$ cat src/rtl/spi_pkg.sv
// Shared types and constants for the SPI register bank.
// Used by spi_reg_bank and spi_poci_shifter.
package spi_pkg;

  localparam logic [7:0] CHIP_ID   = 8'h6C;
  localparam int         TXN_EDGES = 17;
  localparam int         CMD_BITS  = 8;
  localparam logic [6:0] ADDR_ID   = 7'h7F;

  typedef logic [6:0] addr_t;
  typedef logic [7:0] byte_t;
  typedef logic [4:0] cnt_t;

  typedef enum logic [1:0] {
    ST_CMD,
    ST_DATA,
    ST_COMMIT,
    ST_DONE
  } state_e;

  function automatic state_e state_of(input cnt_t c);
    if (c < cnt_t'(CMD_BITS))
      return ST_CMD;
    else if (c < cnt_t'(2 * CMD_BITS))
      return ST_DATA;
    else if (c == cnt_t'(2 * CMD_BITS))
      return ST_COMMIT;
    else
      return ST_DONE;
  endfunction

endpackage

$ cat src/rtl/spi_poci_shifter.sv
// Readback shift register: parallel load, shift left, MSB out.
// Cleared asynchronously whenever the transaction is aborted.
import spi_pkg::*;

module spi_poci_shifter (
  input  logic  clk,
  input  logic  clr_n,
  input  logic  load,
  input  logic  shift,
  input  byte_t din,
  output logic  poci
);

  byte_t sr_q;

  // load the read value, then walk it out MSB first
  always_ff @(posedge clk or negedge clr_n) begin
    if (!clr_n)
      sr_q <= '0;
    else if (load)
      sr_q <= din;
    else if (shift)
      sr_q <= {sr_q[6:0], 1'b0};
  end

  assign poci = sr_q[7];

endmodule

$ cat src/rtl/spi_reg_bank.sv
// SPI register bank: 17-edge transactions, 8-bit registers.
// Readback path present only with SPI_REG_READBACK_EN defined.
import spi_pkg::*;

module spi_reg_bank #(
  parameter int NUM_REGS = 16
) (
  input  logic                  spi_clk,
  input  logic                  rstn,
  input  logic                  cs,
  input  logic                  is_write,
  input  logic [6:0]            addr,
  input  logic [7:0]            wdata,
  output logic                  poci,
  output logic [NUM_REGS*8-1:0] regs_out,
  output logic                  write_strobe
);

  cnt_t   cnt_q;
  cnt_t   cnt_d;
  state_e state_q;
  state_e state_d;
  logic   latch;
  logic   commit;
  logic   wr_q;
  addr_t  addr_q;
  logic   armed_q;
  logic   arm_set;
  logic   clr_n;
  logic [NUM_REGS*8-1:0] regs_q;

  // a reset taken with cs low leaves the bank idle until cs goes high
  assign arm_set = cs & rstn;

  // arm on cs high (or reset release while cs high)
  always_ff @(posedge arm_set or negedge rstn) begin
    if (!rstn)
      armed_q <= 1'b0;
    else
      armed_q <= 1'b1;
  end

  assign clr_n = rstn & ~cs & armed_q;

  assign cnt_d = (cnt_q == cnt_t'(TXN_EDGES)) ?
                 cnt_q : cnt_q + cnt_t'(1);

  // edge counter, saturating at the final edge
  always_ff @(posedge spi_clk or negedge clr_n) begin
    if (!clr_n)
      cnt_q <= '0;
    else
      cnt_q <= cnt_d;
  end

  // fsm state register
  always_ff @(posedge spi_clk or negedge clr_n) begin
    if (!clr_n)
      state_q <= ST_CMD;
    else
      state_q <= state_d;
  end

  // next state follows the next count
  always_comb begin
    state_d = state_of(cnt_d);
  end

  // fsm outputs: command latch and commit enables
  always_comb begin
    latch  = 1'b0;
    commit = 1'b0;
    unique case (1'b1)
      (state_q == ST_CMD),
      (state_q == ST_DONE): ;
      (state_q == ST_DATA):
        latch = (cnt_q == cnt_t'(CMD_BITS));
      (state_q == ST_COMMIT):
        commit = 1'b1;
    endcase
  end

  // capture the command on the first data edge
  always_ff @(posedge spi_clk or negedge rstn) begin
    if (!rstn) begin
      wr_q   <= 1'b0;
      addr_q <= '0;
    end else if (latch) begin
      wr_q   <= is_write;
      addr_q <= addr;
    end
  end

  // one-edge pulse after a write commit
  always_ff @(posedge spi_clk or negedge clr_n) begin
    if (!clr_n)
      write_strobe <= 1'b0;
    else
      write_strobe <= commit & wr_q;
  end

  // register file; out-of-range and id writes land nowhere
  always_ff @(posedge spi_clk or negedge rstn) begin
    if (!rstn) begin
      regs_q <= '0;
    end else if (commit && wr_q) begin
      for (int i = 0; i < NUM_REGS; i++)
        if (addr_q == addr_t'(i))
          regs_q[i*8 +: 8] <= wdata;
    end
  end

  assign regs_out = regs_q;

`ifdef SPI_REG_READBACK_EN
  byte_t rd_val;
  logic  shift;
  logic  rd_active;
  logic  sh_bit;

  // read mux: register, chip id, or zero
  always_comb begin
    rd_val = (addr == ADDR_ID) ? CHIP_ID : 8'h00;
    for (int i = 0; i < NUM_REGS; i++)
      if (addr == addr_t'(i))
        rd_val = regs_q[i*8 +: 8];
  end

  assign shift = (state_q == ST_DATA) && !latch;

  assign rd_active = !wr_q &&
                     ((state_q == ST_DATA && !latch) ||
                      state_q == ST_COMMIT);

  spi_poci_shifter u_shift (
    .clk   (spi_clk),
    .clr_n (clr_n),
    .load  (latch & ~is_write),
    .shift (shift),
    .din   (rd_val),
    .poci  (sh_bit)
  );

  assign poci = sh_bit & rd_active;
`else
  assign poci = 1'b0;
`endif

endmodule

$ cat config.mk
export PLATFORM = sky130hd
export DESIGN_NAME = spi_reg_bank
export DESIGN_NICKNAME = d
export VERILOG_FILES = /design/src/rtl/spi_pkg.sv /design/src/rtl/spi_poci_shifter.sv /design/src/rtl/spi_reg_bank.sv
export SDC_FILE = /design/constraint.sdc
export NUM_CORES = 1
export LEC_CHECK = 0
export CAP_MARGIN = 15
export CORE_UTILIZATION = 54
export CTS_BUF_LIST = sky130_fd_sc_hd__clkbuf_2
export DETAILED_ROUTE_END_ITERATION = 8
export GPL_TIMING_DRIVEN = 1
export PLACE_DENSITY = 0.88
export SLEW_MARGIN = 5
export SYNTH_ARGS = -nofsm -noshare
export SYNTH_HDL_FRONTEND = slang
export SYNTH_HIERARCHICAL = 1
export SYNTH_SLANG_ARGS = --single-unit
$ cat constraint.sdc
create_clock -name spi_clk -period 3.2 [get_ports spi_clk]
set_input_delay 0.48 -clock spi_clk [delete_from_list [all_inputs] [get_ports spi_clk]]
set_output_delay 0.48 -clock spi_clk [all_outputs]
set_load 0.03 [all_outputs]
# Yosys cells after proc, flatten, opt, wreduce, memory -nomap -nowiden

Cells that the tools add are included.

Flip-flop bits (word level): 145
Input bits: 19
Output and inout bits: 130
Logic and storage cells: 74

Add/sub/neg operators: 1
$lt $le $gt $ge: 2
Equal/unequal tests: 20
Multiplexer cells: 6
Bitwise logic cells: 5
Reduce and logical (&&, ||, !) cells: 18

Operators by type and width:

| operator            | count |
|---|---|
| $eq 7x4->1 const B  | 8 |
| $reduce_and 2->1    | 16 |
| $eq 7x3->1 const B  | 4 |
| $eq 7x2->1 const B  | 2 |
| $eq 5x5->1 const B  | 2 |
| $eq 7x1->1 const B  | 1 |
| $logic_not 7->1     | 1 |
| $add 5x1->5 const B | 1 |
| $eq 5x4->1 const B  | 1 |
| $lt 5x4->1 const B  | 1 |
| $lt 5x5->1 const B  | 1 |
| $mux 5              | 1 |
| $and 1x1->1         | 4 |
| $mux 2              | 2 |
| $mux 1              | 3 |
| $eq 2x1->1 const B  | 1 |
| $eq 2x2->1 const B  | 1 |
| $logic_and 1x1->1   | 1 |
| $not 1->1           | 1 |

# Longest topological paths before layout

Gate-level depths: netlist of the first run.

Word-level depth: 6
Gate-level depth with buffers: 6
Depth with buffers taken out: 6

==> results of run 1 <==
## per-stage QoR
step,util [%],instances,setup WS [ps]
2_1_floorplan,-,351,1560
3_3_place_gp,72.8,619,1300
3_5_place_dp,72.8,619,1230
4_1_cts,76.0,652,873
5_1_grt,76.0,652,801
6_report,76.0,652,914
## kinds of logic (layout without fill, tap and decap cells)
group / count (synthesis) / after routing / share of synthesized area [%]
compound gates: 3 / 3 / 0.357
xor+xnor: 3 / 3 / 0.469
fa+ha+maj: 3 / 3 / 0.669
buf+inv: 16 / 184 / 1.23
flops: 144 / 144 / 64.3
mux: 137 / 137 / 27.5
other cells: 2 / 2 / 0.134
simple gates: 43 / 43 / 5.38
## routing by layer
metal  global-route usage [%]  share of wire, %
met4                     8.47               1.5
met5                        0                 0
met2                     42.8                50
met1                     31.8                42
met3                     8.77               5.8
## what timing repair did
item / CTS / global route
buffers inserted: 0 / 0
hold endpoints to repair: 63 / 0
hold buffers: 1 / 0
## state kept, by name, summed over array words and instances (netlist names)
| signal | count |
|---|---|
| armed_q | 1 |
| wr_q | 1 |
| regs_out | 128 |
| write_strobe | 1 |
| cnt_q | 5 |
| state_q | 1 |
| addr_q | 7 |
## worst max-delay path by stage
stage / start / to / slack, ps / cells past startpoint
CTS: regs_out[78] / regs_out[78] / 870 / 1
detailed placement: wdata[2] / regs_out[18] / 1230 / 2
floorplan: state_q[0] / regs_out[0] / 1560 / 4
finish: regs_out[44] / regs_out[44] / 910 / 1
global placement: addr_q[5] / regs_out[56] / 1300 / 4
global route: regs_out[47] / regs_out[47] / 800 / 1
## power groups by stage
| stage | Clock, W | Sequential, W | Combinational (W) |
|---|---|---|---|
| floorplan | 0 | 0.00206 | 0.0000728 |
| global placement | 0 | 0.00194 | 0.000400 |
| detailed placement | 0 | 0.00195 | 0.000407 |
| CTS | 0.00131 | 0.00191 | 0.000410 |
| global route | 0.00138 | 0.00192 | 0.000428 |
| finish | 0.00129 | 0.00191 | 0.000405 |
## synth_stat cells, types with 4 or more instances
cell and number:
sky130_fd_sc_hd__clkbuf_1 8, sky130_fd_sc_hd__mux2_2 134, sky130_fd_sc_hd__dfrtp_1 144, sky130_fd_sc_hd__nand2_2 7
sky130_fd_sc_hd__buf_2 4, sky130_fd_sc_hd__nand2b_1 4
## final cells by class
type                    count  area [um^2]
clock buffers              19         95.1
clock inverters            13          218
fillers                   640         2380
inverters                   3         11.3
multi-input cells         191         1940
flip-flops and latches    144         3600
well taps                 133          166
repair buffers            149         1500
==> results.txt, run 1 <==
- Run status: completed
* Share of flip-flops with an asynchronous set or reset after synthesis: 100%
- In this run the tool buffered the top-level ports with 147 buffer cells.
- The number of hold-slack violations in the final timing report is 0.
* Flop pwr share: 53.1%
- After global routing the overflow that remains totals 0.
- Cell type contributing the most total cell area after synthesis: sky130_fd_sc_hd__dfrtp_1
- Headroom to the max-slew limit came out at 43.8%.
- Maximum fanout along the worst path: 2
- Detailed router's first-iteration violation count: 167
* Register pins left without a clock: 1
* Post_cts resized: 0
- Row generation in the floorplan step produced 36 rows.
- The most used flip-flop cell after synthesis is sky130_fd_sc_hd__dfrtp_1.
* Average instance area after synthesis: 16.0 um^2
- STA classifies the critical path endpoint as an output port.
- The congestion estimate from routability-driven global placement came to 0.756.
- Setup repair after global routing missed its margin: false
* Flip-flop and latch count after synthesis: 144
* Post-route standard cell area excluding fillers: 0.00753 mm^2
- Clock tree from TritonCTS: built
* Clock Tree Buf Depth: 2
- Initial Util: 56.6%
* Total global-route track usage: 25.8%
- Pin placement for this block handled 149 I/O pins.
* Worst reg2reg setup slack: 1240 ps
* Total power per unit cell area: 479 mW/mm^2
* Number of buffers and inverters on the critical path: 1
* Final-report max-slew violation count: 0
* Area delta synth->final: 34.3%
- Worst R2R Start: addr_q[2]
- Number of antenna-violating nets in the routed design: 0
- On the critical path the largest part of the delay comes from buffers and inverters.
* First-pass iteration count of the detailed router: 4
- Buffer type at the clock tree root: sky130_fd_sc_hd__clkbuf_2
- Summed over all cells, the static leakage comes to 3.29 nW.
* Number of enable flip-flop cells after synthesis: 0
- Worst clock skew: 35.3 ps
- Antenna violations before repair: 0
* Number of nets in the final layout: 528
- Net switching power: 0.000896 W
- Number of DRC violations after detailed routing: 0
- The tightest min-delay check is of the in -> async type.
- Core Area: 0.00991 mm^2
- Die Area: 0.0108 mm^2
- Across the VDD grid, the largest voltage drop is 0.300 mV.
- Cell depth of the worst flop-to-flop path: 4
* Main area contributors after synthesis: sky130_fd_sc_hd__dfrtp_1, sky130_fd_sc_hd__mux2_2, sky130_fd_sc_hd__nand2_2
* Maximum number of pins on one net before global-route repair: 74
* Detailed-placement wirelength estimate: 8.80 mm
- Number of distinct library cell variants in the gate-level netlist after synthesis: 33
- The share of the Yosys chip area taken by registers is 64.3%.
- Worst hold margin: 198 ps
* Net Sw Frac: 24.9%
- Dividing the detail-routed wire length by the instance count gives 19.9 um.
- At the worst endpoint, the required time is 2720 ps.
* DR vias/cell: 5.41
- The first global-routing pass estimated 20.7 mm of wire.
* Vias post-DR: 3526
* Final-report setup violation count: 0
- Data on the critical path arrives at its endpoint at 1810 ps.
- Highest achievable clock rate: 0.437 GHz
- Number of maximum-capacitance constraint violations: 0
- 0 antenna diodes ended up in the layout.
* Min cycle time layout: 2290 ps
- The post-route netlist has 35.3% of its cells at a drive strength greater than 1.
* Total power: 0.00360 W
- Total Wirelength: 13.0 mm
* DP Area: 0.00721 mm^2
* Fin crit share: 71.4%
- Clock tree synthesis inserted a total of 17 buffers.
- For the pin with the worst max-slew slack, the measured transition is 840 ps.
- In this design, the stage delay of the slowest critical-path cell is 700 ps.
- CTS built an H-tree with a depth of 4.
* Via count of the first global-routing pass: 3740
- Clock Pin Slew Worst Setup and Hold Paths: 220 ps
- The worst setup path is launched from a flop.
- The floorplan step set the die width to 104 um.
- For this run, the number of Yosys warnings is 6.
- Leaving out fill and tap cells, the most frequent cell in the layout is sky130_fd_sc_hd__clkdlybuf4s50_1.
- Synth top area share: 64.3%
- List of cells traversed by the critical path: clkdlybuf4s50_1
- Leading cell types in the layout, fill and taps excluded: sky130_fd_sc_hd__clkdlybuf4s50_1, sky130_fd_sc_hd__dfrtp_1, sky130_fd_sc_hd__mux2_2, sky130_fd_sc_hd__clkbuf_2, sky130_fd_sc_hd__nand2_2
- The cell count after synthesis came out at 351.
* Pint: 0.00271 W
- The endpoint identified for the worst register-to-register timing path is regs_out[10].
* Vertical extent of the die: 104 um
- Crit Path Category: reg -> out
- Post-Synthesis Net Count: 373
- In the final timing run, aggregate negative setup slack is 0 ps.
- Combinational logic burns 11.2% of the power.
* Post-synthesis cell area: 0.00561 mm^2
- Crit path max-delay cell type: sky130_fd_sc_hd__clkdlybuf4s50_1
- Clock latency reported for the late side of the worst-skew pair: 690 ps
- Clock power share: 35.6%
Power figures use the tool's default switching activity.
==> run 2: changes to the inputs <==
- CORE_UTILIZATION: 54 -> 50
- PLACE_DENSITY: 0.88 -> 0.82
- clock period: 3.2 -> 2.3 ns (I/O delays scaled with it)
==> run 2 against run 1 <==
  * Cell area rose by 0.15%
  * Non-clock buffer count up 7
  * Combinational power up 41%
  * Register-to-register slack lost 890 ps
  * Critical endpoint is now regs_out[0]
  * Largest cell class unchanged
==> results.txt, run 2 (synthesis gave the netlist of run 1 again) <==
- Chip width: 108 um
- Area delta synth->final: 34.5%
- The first global-routing pass estimated 20.8 mm of wire.
- Port buffering added 147 buffers.
- Total clock buffers created by CTS: 17
- Vias post-DR: 3522
* Headroom to the max-slew limit: 57.7%
- For the pin with the worst max-slew slack, the measured transition is 633 ps.
* Vertical extent of the die: 108 um
- Initial Util: 51.5%
- Run status: completed
- Endpoint arrival time on the critical path: 1800 ps
- Leading cell types in the layout, fill and taps excluded: sky130_fd_sc_hd__clkdlybuf4s50_1, sky130_fd_sc_hd__dfrtp_1, sky130_fd_sc_hd__mux2_2, sky130_fd_sc_hd__clkbuf_2
- Counting both buffers and inverters, the worst setup path holds a total of 1.
- The register with the most flip-flops in the layout has 128 of them.
- Row count: 38
- Total negative slack for setup checks: 0 ps
* Post-CTS setup-driven buffer insertion count: 0
- After clock tree synthesis, the clock-pin slew on the worst setup and hold paths is 200 ps.
- Type of the worst min-delay path: in -> async
- Crit path max-delay cell type: sky130_fd_sc_hd__clkdlybuf4s50_1
* DR vias/cell: 5.29
- The library cell used most frequently in the layout, excluding fill and tap cells, is sky130_fd_sc_hd__clkdlybuf4s50_1.
- Number of antenna-violating nets in the routed design: 0
- Number of hold buffers added after CTS: 1
- Number of DRC violations after detailed routing: 0
* Fraction of layout cells with a size suffix above 1: 35.7%
- Number of maximum-capacitance constraint violations: 0
* Largest vdd supply drop: 0.396 mV
- Final hold violations: 0
- Worst clock skew: 22.1 ps
- Maximum fanout along the worst path: 2
- Number of top-level design ports: 149
- Min cycle time layout: 2140 ps
* Detailed router's first-iteration violation count: 114
- Clock Tree Buf Depth: 2
* Total global-route track usage: 24.6%
- Register pins left without a clock: 1
* Worst path required time: 1960 ps
- Antenna violations before repair: 0
- The die covers 0.0116 mm^2.
- The repair_antennas step left the layout with diodes totalling 0.
* Cell class contributing the biggest share of worst-path delay: buffers and inverters
- Detailed placement ended at an HPWL of 9.09 mm.
* Core Area: 0.0109 mm^2
* Maximum number of pins on one net before global-route repair: 65
- Post-route standard cell area excluding fillers: 0.00754 mm^2
- The clock tree synthesis step divided the H-tree into 4 levels.
- Crit Path Category: reg -> out
- The routed design has 13.1 mm of wire.
- Clock latency reported for the late side of the worst-skew pair: 690 ps
- After global routing the overflow that remains totals 0.
- Via count of the first global-routing pass: 3721
- First-pass iteration count of the detailed router: 4
- The number of pins with negative max-slew slack in the final report came to 0.
- For this design the static power due to leakage is 3.29 nW.
- The largest single stage delay on the critical path is 690 ps.
- Post_cts resized: 0
- DP Area: 0.00727 mm^2
* Number of nets in the final layout: 535
* Clock tree from TritonCTS: built
- Setup repair after global routing missed its margin: false
- The worst setup path is launched from a flop.
* Wire per inst: 19.6 um
- Fin crit share: 93.2%
* Final-report setup violation count: 0
- The congestion estimate from routability-driven global placement came to 0.818.
- Buffer type at the clock tree root: sky130_fd_sc_hd__clkbuf_2
* List of cells traversed by the critical path: clkdlybuf4s50_1
- Highest achievable clock rate: 0.466 GHz
- Worst Setup End Kind: output port
- Total power per unit cell area: 636 mW/mm^2
[run 2: per-stage QoR]
step	power, W	hold WS, ps	worst slack, ps	std cells	util, %
final	0.00480	51.4	156	666	69.3
after global routing	0.00499	8.88	36.3	666	69.3
after CTS	0.00485	0.575	63.9	666	69.3
after detailed placement	0.00328	308	381	633	66.8
after global placement	0.00327	307	397	633	66.8
after floorplan	0.00297	49.4	659	351	-
[run 2: metal layers]
layer	global-route usage (%)	share of wire, %
met1	32.1	42
met2	38.8	50
met3	8.90	7.4
met4	7.24	1.0
met5	0	0
[run 2: final cells by class]
cell class,count,area [um^2]
timing repair buffer,156,1560
sequential,144,3600
clock buffer,18,90.1
multi-input combinational,191,1940
fill,787,3340
clock inverter,14,173
inverter,3,11.3
tap,140,175
[run 2: worst paths after layout]
check / start / endpoint / slack [ps] / cells after the start
max reg2reg: addr_q[2] / regs_out[8] / 350 / 4
min in group spi_clk: is_write / wr_q / 260 / 2
min: cs / cnt_q[1] / 50 / 2
max in group asynchronous: rstn / addr_q[0] / 1400 / 3
min reg2reg: regs_out[91] / regs_out[91] / 520 / 1
max: regs_out[0] / regs_out[0] / 160 / 1
[run 2: power breakdown]
group	switching [W]	internal, W
logic	0.000331	0.000242
clock network	0.000868	0.000697
registers	0.0000525	0.00261
